===== src/rtl/voice_mixer.sv =====
// voice_mixer: snapshots 16 enveloped voices on each sample tick, sums them
// one voice per clock in a 20-bit accumulator, scales by 2^-GAIN_SHIFT,
// saturates (or truncates) to 16 bits and emits one registered mono sample.
module voice_mixer #(
   parameter int GAIN_SHIFT = 2,     // 0..4
   parameter bit SAT_EN     = 1'b1   // 1: saturate, 0: keep low 16 bits
) (
   input  logic               CLOCK12M,
   input  logic               RESET,
   input  logic               sample_tick,
   input  logic signed [15:0] wave0ADSR,
   input  logic signed [15:0] wave1ADSR,
   input  logic signed [15:0] wave2ADSR,
   input  logic signed [15:0] wave3ADSR,
   input  logic signed [15:0] wave4ADSR,
   input  logic signed [15:0] wave5ADSR,
   input  logic signed [15:0] wave6ADSR,
   input  logic signed [15:0] wave7ADSR,
   input  logic signed [15:0] wave8ADSR,
   input  logic signed [15:0] wave9ADSR,
   input  logic signed [15:0] wave10ADSR,
   input  logic signed [15:0] wave11ADSR,
   input  logic signed [15:0] wave12ADSR,
   input  logic signed [15:0] wave13ADSR,
   input  logic signed [15:0] wave14ADSR,
   input  logic signed [15:0] wave15ADSR,
   input  logic        [15:0] voice_en,
   input  logic               clip_clr,
   output logic signed [15:0] sample_out,
   output logic               sample_valid,
   output logic               busy,
   output logic               clip,
   output logic               overrun
);

   typedef enum logic [1:0] {IDLE, ACCUM, SCALE} state_t;

   state_t             state_q, state_d;
   logic        [3:0]  idx_q, idx_d;
   logic signed [19:0] acc_q, acc_d;
   logic signed [15:0] snap_q [16];
   logic signed [15:0] snap_d [16];
   logic signed [15:0] out_q, out_d;
   logic               valid_q, valid_d;
   logic               clip_q, clip_d;
   logic               ovr_q, ovr_d;

   logic signed [15:0] wave_in [16];
   logic signed [19:0] scaled;
   logic signed [15:0] cur_voice;

   // True when the scaled sum does not fit a 16-bit signed sample.
   function automatic logic out_of_range(input logic signed [19:0] v);
      return (v > 20'sd32767) || (v < -20'sd32768);
   endfunction

   // Reduce the scaled sum to 16 bits: clamp when SAT_EN, else wrap.
   function automatic logic signed [15:0] limit16(input logic signed [19:0] v);
      logic signed [15:0] res;
      res = v[15:0];
      if (SAT_EN) begin
         if (v > 20'sd32767)
            res = 16'sh7FFF;
         else if (v < -20'sd32768)
            res = 16'sh8000;
      end
      return res;
   endfunction

   assign wave_in[0]  = wave0ADSR;
   assign wave_in[1]  = wave1ADSR;
   assign wave_in[2]  = wave2ADSR;
   assign wave_in[3]  = wave3ADSR;
   assign wave_in[4]  = wave4ADSR;
   assign wave_in[5]  = wave5ADSR;
   assign wave_in[6]  = wave6ADSR;
   assign wave_in[7]  = wave7ADSR;
   assign wave_in[8]  = wave8ADSR;
   assign wave_in[9]  = wave9ADSR;
   assign wave_in[10] = wave10ADSR;
   assign wave_in[11] = wave11ADSR;
   assign wave_in[12] = wave12ADSR;
   assign wave_in[13] = wave13ADSR;
   assign wave_in[14] = wave14ADSR;
   assign wave_in[15] = wave15ADSR;

   assign cur_voice = snap_q[idx_q];
   assign scaled    = acc_q >>> GAIN_SHIFT;

   // Next-state logic: snapshot on tick, accumulate one voice per cycle, scale.
   always_comb begin
      state_d = state_q;
      idx_d   = idx_q;
      acc_d   = acc_q;
      snap_d  = snap_q;
      out_d   = out_q;
      valid_d = 1'b0;
      clip_d  = clip_q;
      ovr_d   = ovr_q;

      // Clear first so a clip detected in the same cycle takes precedence.
      if (clip_clr)
         clip_d = 1'b0;

      case (state_q)
         IDLE: begin
            if (sample_tick) begin
               for (int n = 0; n < 16; n++)
                  snap_d[n] = voice_en[n] ? wave_in[n] : 16'sd0;
               acc_d   = '0;
               idx_d   = '0;
               state_d = ACCUM;
            end
         end
         ACCUM: begin
            acc_d = acc_q + {{4{cur_voice[15]}}, cur_voice};
            idx_d = idx_q + 4'd1;
            if (idx_q == 4'd15)
               state_d = SCALE;
         end
         SCALE: begin
            if (out_of_range(scaled))
               clip_d = 1'b1;
            out_d   = limit16(scaled);
            valid_d = 1'b1;
            state_d = IDLE;
         end
         default: state_d = IDLE;
      endcase

      // A tick that cannot start a new mix is dropped and flagged.
      if (sample_tick && (state_q != IDLE))
         ovr_d = 1'b1;
   end

   // State and datapath registers with asynchronous active-low reset.
   always_ff @(posedge CLOCK12M or negedge RESET) begin
      if (!RESET) begin
         state_q <= IDLE;
         idx_q   <= '0;
         acc_q   <= '0;
         for (int n = 0; n < 16; n++)
            snap_q[n] <= '0;
         out_q   <= '0;
         valid_q <= 1'b0;
         clip_q  <= 1'b0;
         ovr_q   <= 1'b0;
      end else begin
         state_q <= state_d;
         idx_q   <= idx_d;
         acc_q   <= acc_d;
         snap_q  <= snap_d;
         out_q   <= out_d;
         valid_q <= valid_d;
         clip_q  <= clip_d;
         ovr_q   <= ovr_d;
      end
   end

   assign sample_out   = out_q;
   assign sample_valid = valid_q;
   assign busy         = (state_q != IDLE);
   assign clip         = clip_q;
   assign overrun      = ovr_q;

endmodule


===== config.mk =====
export PLATFORM = sky130hd
export DESIGN_NAME = voice_mixer
export DESIGN_NICKNAME = d
export VERILOG_FILES = /design/src/rtl/voice_mixer.sv
export SDC_FILE = /design/constraint.sdc
export NUM_CORES = 1
export LEC_CHECK = 0
export ABC_CLOCK_PERIOD_IN_PS = 5150
export BUFFER_PORTS_ARGS = -buffer_cell sky130_fd_sc_hd__buf_2
export CORE_MARGIN = 5
export CORE_UTILIZATION = 25
export DETAILED_ROUTE_END_ITERATION = 8
export PLACE_DENSITY = 0.4
export SLEW_MARGIN = 0
export SYNTH_ARGS = -nofsm -noshare
export SYNTH_HDL_FRONTEND = slang
export SYNTH_SLANG_ARGS = --single-unit

===== constraint.sdc =====
create_clock -name CLOCK12M -period 5.15 [get_ports CLOCK12M]
set_input_delay 0.7725 -clock CLOCK12M [delete_from_list [all_inputs] [get_ports CLOCK12M]]
set_output_delay 0.7725 -clock CLOCK12M [all_outputs]
set_load 0.01 [all_outputs]

==> metrics.md, run 1 <==
| Metric | Value |
|---|---|
| Status | complete, no violations |
| Number of flops mapped to enable cells by yosys | 0 |
| Die span in y | 253 um |
| Nets | 2090 |
| Vias/cell | between 4 and 5 |
| CP Data Required Time | 5640 ps |
| Min cycle time layout | 4260 ps |
| CORE AREA | about 60000 um^2 |
| Crit path max fanout | 26 |
| Area share of the leading cell type in the synthesized netlist | 0.511 |
| Slowest stage cell on the critical path | dfrtp_4 |
| Worst-path clk slew | 60 ps |
| TritonCTS clock tree | built |
| Hold Crit Class | in -> async |
| RSZ-0062 raised after global routing | no |
| Setup TNS | 0 ps |
| GRT Total Usage | 0.170 |
| Clock Latency Late Sink | 560 ps |
| Initial DRC count | between 800 and 900 |
| Worst setup margin | 887 ps |
| CP cell instances | buf_4 > mux4_2 > mux4_2 > ha_1 > a21oi_1 > inv_1 > a221o_1 > a21o_1 > o21a_1 > o41a_1 > nand2_1 |
| WHS | about 330 ps |
| Max cap viols | 0 |
| Flops & latches, synth | roughly 300 |
| Crit path DAT | 4750 ps |
| Synth area leader | dfrtp_1 |
| Max VDD drop | 0.000208 V |
| Initial antenna violation count | 0 |
| P_leak | 9.31 nW |
| Final ANT Viol Nets | 0 |
| Crit end category | register |
| Fill cells | about 6000 |
| Std-Cell Rows | 89 |
| Cells after synthesis | 1570 |
| Async SR Flop Fraction | 1.00 |
| Ant. Diodes | 0 |
| Drt drc | 0 |
| Final Max Tran Viols | 0 |
| Synth top area cells | dfrtp_1 (51%), nand2_1 (15%), mux4_2 (12%), nand3_1 (9.2%), clkbuf_1 (2.8%) |
| H-tree levels | 2 |
| Setup crit start kind | register |
| Area grow syn2layout | 24.0% |
| CP bufs+invs | 2 |
| Pre-antenna DRT Iters | 5 |
| Share of layout cells above drive strength 1 | 0.252 |
| Setup-failing EPs final | 0 |
| Total wire length | 54700 um |
| TritonCTS Buffers | 37 |
| Post-Syn Area | about 15000 um^2 |
| Placed wire-length estimate | 42000 um |
| Library cells used by synthesis | 43 |
| CTS Hold Bufs | 0 |
| First-pass GRT wire length | 81800 um |
| Pre-CTS setup slack | a little under 900 ps |
| Most frequent cells in the layout | nand2_1 (580), dfrtp_1 (299), buf_2 (294) |
| DR vias | 12300 |
| IO Port Bufs | roughly 300 |
| Clock Path Buffers | 3 |
| Final GP Congestion | 0.846 |
| Commonest non-fill, non-tap cell in the layout | nand2_1 |
| Syn avg cell area | 9.38 um^2 |
| Die area | 63900 um^2 |
| Gates resized, CTS repair | 0 |
| Power per Cell Area | roughly 660 nW/um^2 |
| Final period utilization | 0.828 |
| Kind of critical path | reg -> reg |
| Die width | 253 um |
| Sink Count | 301 |
| Cell mode on critical path | mux4_2 |
| Delay-heaviest family, CP | compound AO/OA/AOI/OAI gates |
| Root Driver | clkbuf_16 |
| IO Pins | 296 |
| Design Power | 12.0 mW |
| Crit-path max cell delay | 780 ps |
| DR WL/cell | 21.1 um |
| Slew @ Worst Pin | a little over 1000 ps |
| Register area share after synthesis | 0.511 |
| Gr ovfl total | 0 |
| Synth Warn # | 0 |
| Vias in the first global route | 12600 |
| Post-Syn Nets | around 1900 |
| Clock skew | 29.4 ps |
| Final Hold Violating Endpoints | 0 |
| Worst slew margin | 0.318 |
| FMAX | between 200 and 250 MHz |
| Largest net degree at the start of global routing | 126 |
| Top FF cell, synth | dfrtp_1 |
| Initial core utilization | 0.251 |
| Post-CTS Setup Repair Bufs | 0 |
sequential cells by signal, indices dropped and copies added, names as in the netlist:
register      cells
acc_q            20
clip              1
idx_q             4
overrun           1
sample_out       16
sample_valid      1
snap_q          256
state_q           2
worst reg2reg max path: stages (launching register included):
cell	delay [ps]
dfrtp_4	780
buf_4	390
mux4_2	550
mux4_2	570
ha_1	380
a21oi_1	280
inv_1	70
a221o_1	350
a21o_1	190
o21a_1	200
o41a_1	370
nand2_1	70
per-layer routing:
layer  up-vias  GRT usage  wire length, um
met3        60     0.0259             2410
met2       323      0.272            25700
li1       5792          -                -
met4         0     0.0495             1390
met5         -          0                0
met1      6078      0.239            25100
final timing paths:
path,startpoint,end,slack (ps),cells past startpoint
max in group asynchronous,RESET,snap_q[28],3720,2
min,RESET,snap_q[194],330,1
max reg2reg,idx_q[0],acc_q[19],890,11
min in group CLOCK12M,clip_clr,clip,440,2
max,idx_q[0],acc_q[19],890,11
min reg2reg,overrun,overrun,450,1
cells by family (layout without fill, tap and decap cells):
group,after synthesis,in the layout,synth area share
mux,81,81,0.123
fa+ha+maj,21,21,0.0183
simple gates,911,911,0.259
buf+inv,133,384,0.0353
flops,301,301,0.511
xor+xnor,17,17,0.0101
compound gates,106,106,0.0431
layout make-up:
| class | count | area (um^2) | share of cell area |
|---|---|---|---|
| multi-input combinational | 1136 | 6690 | 0.366 |
| clock inverter | 15 | 287 | 0.0157 |
| sequential | 301 | 7540 | 0.413 |
| inverter | 5 | 18.8 | 0.00103 |
| clock buffer | 52 | 1080 | 0.0593 |
| tap | 773 | 967 | 0.0530 |
| timing repair buffer | 312 | 1680 | 0.0918 |
cell usage after synthesis, types with 2 or more instances:
cell,count
a21oi_1,16
buf_1,12
xnor2_1,6
nor3_1,4
a21o_1,11
a21boi_0,2
o21ai_0,56
nor2_1,35
inv_1,5
ha_1,20
o211ai_1,2
nand3_1,272
a211oi_1,2
nand2b_1,2
a31oi_1,2
xor2_1,11
buf_6,2
o21a_1,2
mux4_2,80
and3_1,8
buf_2,5
clkbuf_1,109
nor2b_1,2
nand2_1,581
and2_1,4
o21bai_1,2
dfrtp_1,301
per-stage QoR:
stage	util	cells	cell area (um^2)
after floorplan	-	1570	14700
after global placement	0.288	2527	16900
after detailed placement	0.288	2527	16900
after CTS	0.311	2594	18300
after global routing	0.311	2594	18300
final	0.311	2594	18300
power breakdown:
group	internal [mW]	switching [mW]	leakage, nW	total, mW
sequential	3.36	1.02	3.86	4.39
clock	1.83	1.08	0.672	2.91
combinational	2.14	2.56	4.79	4.70
No activity file was read; power rests on OpenSTA's default activity.
==> run 2, diff against run 1 <==
- ABC_AREA: default -> 1
- ABC_CLOCK_PERIOD_IN_PS: 5150 -> 3690
- PLACE_DENSITY: 0.4 -> 0.41
- clock period: 5.15 -> 3.69 ns (I/O delays scaled with it)
==> run 2 against run 1 <==
- final area grew 1.2%
- via count is 14% higher
- setup slack got worse by 420 ps
- first-iteration DRC count rose by 11%
- combinational power is 86% higher
- core utilization decreased by 0.38 points
- final cell count rose by 14%
- wire length increased by 7.3%
- clock-buffer cell count up 8
- fmax up 32%
- die area rose by 2.4%
- critical path type unchanged
==> metrics.md, run 2 <==
| Metric | Value |
|---|---|
| Status | complete, no violations |
| RSZ-0062 raised after global routing | no |
| Synth Warn # | 0 (unchanged) |
| Hold Crit Class | in -> reg |
| Share of layout cells above drive strength 1 | 0.179 (-0.0732) |
| Cells after synthesis | 1936 (+23%) |
| GRT Total Usage | 0.173 (+0.00346) |
| Initial DRC count | 970 (+11%) |
| Area share of the leading cell type in the synthesized netlist | 0.499 (-0.0123) |
| Die span in y | 256 um (+1.2%) |
| Fill cells | 6512 (+5.6%) |
| Register area share after synthesis | 0.499 (-0.0123) |
| DR vias | 13900 (+14%) |
| R2R Path Start | idx_q[1] |
| Largest net degree at the start of global routing | 249 (+98%) |
| Std-Cell Rows | 90 (+1.1%) |
| TritonCTS Buffers | 39 (+5.4%) |
| Crit end category | register |
| Clock skew | 26.1 ps (-3.29 ps) |
| IO Port Bufs | 295 (unchanged) |
| Library cells used by synthesis | 34 (-21%) |
| Post-Syn Nets | 2233 (+20%) |
| Final Hold Violating Endpoints | 0 (unchanged) |
| Synth top area cells | dfrtp_1 (50%), nand3_1 (13%), o21ai_0 (9.7%), nand2_1 (9.7%), a21oi_1 (4.9%) |
| Sw Ratio | 0.444 (+0.0553) |
| TritonCTS clock tree | built |
| Slew @ Worst Pin | 1160 ps (+135 ps) |
| Setup TNS | 0 ps (unchanged) |
| Gr ovfl total | 0 (unchanged) |
| Nets | 2447 (+17%) |
| Die area | 65400 um^2 (+2.4%) |
| Flop pwr share | 0.315 (-0.051) |
| Post-CTS Setup Repair Bufs | 0 (unchanged) |
| Flops & latches, synth | 301 (unchanged) |
| Clock Latency Late Sink | 560 ps (about the same) |
| IO Pins | 296 (unchanged) |
| Syn avg cell area | 7.80 um^2 (-17%) |
| Commonest non-fill, non-tap cell in the layout | nand2_1 |
| Worst slew margin | 0.229 (-0.0899) |
| Die width | 256 um (+1.2%) |
| Critical Path End | acc_q[18] |
| Clock Path Buffers | 3 (unchanged) |
| Power per Cell Area | 983 nW/um^2 (+50%) |
| Placed wire-length estimate | 42900 um (+2.1%) |
| Placed Area | 17200 um^2 (+2.0%) |
| Vias/cell | 4.71 (-0.36%) |
| CTS Hold Bufs | 1 (+1) |
| Fin area | 18500 um^2 (+1.2%) |
| Kind of critical path | reg -> reg |
| WHS | 187 ps (-145 ps) |
| Final Max Tran Viols | 0 (unchanged) |
| Total wire length | 58700 um (+7.3%) |
| Area grow syn2layout | 22.4% |
| Drt drc | 0 (unchanged) |
| Vias in the first global route | 14600 (+15%) |
| Worst R2R End | acc_q[18] |
| R2R setup slack | 470 ps (-420 ps) |
| P_leak | 9.03 nW (-3.1%) |
| Combinational fraction of design power | 0.480 (+0.088) |
| Pint | 10.1 mW (+38%) |
| Pre-antenna DRT Iters | 5 (unchanged) |
| Final GP Congestion | 0.850 (+0.45%) |
| Crit path max fanout | 33 (+27%) |
| Post-Syn Area | 15100 um^2 (+2.5%) |
| Ant. Diodes | 0 (unchanged) |
| Max VDD drop | 0.000346 V (+66%) |
| Sink Count | 301 (unchanged) |
| Crit path DAT | 3660 ps (-1090 ps) |
| CP Data Required Time | 4130 ps (-1510 ps) |
| Worst Setup SP | idx_q[1] |
| Top post-synthesis cells by count | nand2_1 (390), nand3_1 (384), dfrtp_1 (301) |
| Initial core utilization | 0.251 (about the same) |
| Root Driver | clkbuf_16 |
| Clock power frac | 0.205 (-0.037) |
| Synth area leader | dfrtp_1 |
| Max cap viols | 0 (unchanged) |
| Final ANT Viol Nets | 0 (unchanged) |
| Gates resized, CTS repair | 0 (unchanged) |
| FMAX | 310 MHz (+32%) |
| Async SR Flop Fraction | 1.00 (unchanged) |
| Most frequent cells in the layout | nand2_1 (390), nand3_1 (384), dfrtp_1 (299) |
| Max reg flops | 256 (unchanged) |
| H-tree levels | 2 (unchanged) |
| Initial antenna violation count | 0 (unchanged) |
| CORE AREA | 60100 um^2 (+2.5%) |
| Number of flops mapped to enable cells by yosys | 0 (unchanged) |
| DR WL/cell | 19.8 um (-5.9%) |
| Setup-failing EPs final | 0 (unchanged) |
| Most numerous cell in the Yosys netlist | nand2_1 |
| Worst R2R Path Depth | 15 (+4) |
| First-pass GRT wire length | 88000 um (+7.7%) |
| Top FF cell, synth | dfrtp_1 |
| Min cycle time layout | 3220 ps (-1040 ps) |
| Setup crit start kind | register |
| Worst-path clk slew | 60 ps (about the same) |
| Sw power | 8.06 mW (+73%) |
| Largest register by flop count | snap_q |
| Final period utilization | 0.874 (+0.0459) |
-- run 2: cell types whose count changed after synthesis, sizes merged, moves of 35 or more --
cell | before | now
a21oi | 16 | 148
buf | 19 | 73
clkbuf | 109 | 74
inv | 5 | 174
mux4 | 80 | 0
nand2 | 581 | 391
nand3 | 272 | 386
o21ai | 56 | 295
-- run 2: final cells by class --
| class | instances | area, um^2 | share of cell area |
|---|---|---|---|
| timing repair buffer | 320 | 1800 | 0.0975 |
| multi-input combinational | 1311 | 6260 | 0.339 |
| tap | 782 | 978 | 0.0529 |
| clock inverter | 6 | 76.3 | 0.00413 |
| clock buffer | 60 | 1160 | 0.0630 |
| inverter | 177 | 669 | 0.0362 |
| sequential | 301 | 7540 | 0.408 |
-- run 2: how the worst min path moves through the flow --
stage | startpoint | endpoint | slack (ps) | depth (start not counted)
after floorplan | RESET | acc_q[0] | 260 | 0
after global placement | overrun | overrun | 460 | 1
after detailed placement | snap_q[194] | snap_q[194] | 460 | 2
after CTS | clip_clr | clip | 160 | 2
after global routing | clip_clr | clip | 180 | 2
final | clip_clr | clip | 190 | 2
-- run 2: routing by layer --
metal / vias up / wire length, um / track usage
li1: 6860 / - / -
met1: 6661 / 26100 / 0.227
met2: 332 / 28700 / 0.300
met3: 65 / 2660 / 0.0291
met4: 0 / 1240 / 0.0399
met5: - / 0 / 0
-- run 2: cells by family (layout without fill, tap and decap cells) --
| family | count (synthesis) | count (layout) | share of synthesized area |
|---|---|---|---|
| compound gates | 456 | 456 | 0.154 |
| xor+xnor | 1 | 1 | 0.000580 |
| fa+ha+maj | 21 | 21 | 0.0179 |
| buf+inv | 324 | 563 | 0.0866 |
| flops | 301 | 301 | 0.499 |
| simple gates | 833 | 833 | 0.242 |
-- run 2: worst max-delay path: stages (launching register included) --
cell	delay [ps]
dfrtp_2	580
buf_4	460
a21oi_1	70
o21ai_0	90
nand3_1	140
nand3_1	190
nand2_1	110
ha_1	380
a21oi_1	280
o21ai_0	140
nand2_1	70
nand3b_1	190
nand2_1	140
nand3_1	80
nand3_1	100
nand2_1	50
-- run 2: per-stage QoR --
step | power [mW] | cells | setup WS (ps) | utilization
2_1_floorplan | 11.5 | 1936 | 1070 | -
3_3_place_gp | 14.6 | 2890 | 493 | 0.287
3_5_place_dp | 14.6 | 2890 | 512 | 0.287
4_1_cts | 18.4 | 2957 | 484 | 0.307
5_1_grt | 19.8 | 2957 | 128 | 0.307
6_report | 18.2 | 2957 | 466 | 0.307
-- run 2: power groups by stage --
stage | Combinational [mW] | Sequential [mW] | Clock, mW
3_5_place_dp | 8.78 | 5.78 | 0
5_1_grt | 9.93 | 5.88 | 3.99
2_1_floorplan | 6.03 | 5.46 | 0
3_3_place_gp | 8.78 | 5.78 | 0
6_report | 8.72 | 5.72 | 3.73
4_1_cts | 8.82 | 5.73 | 3.86
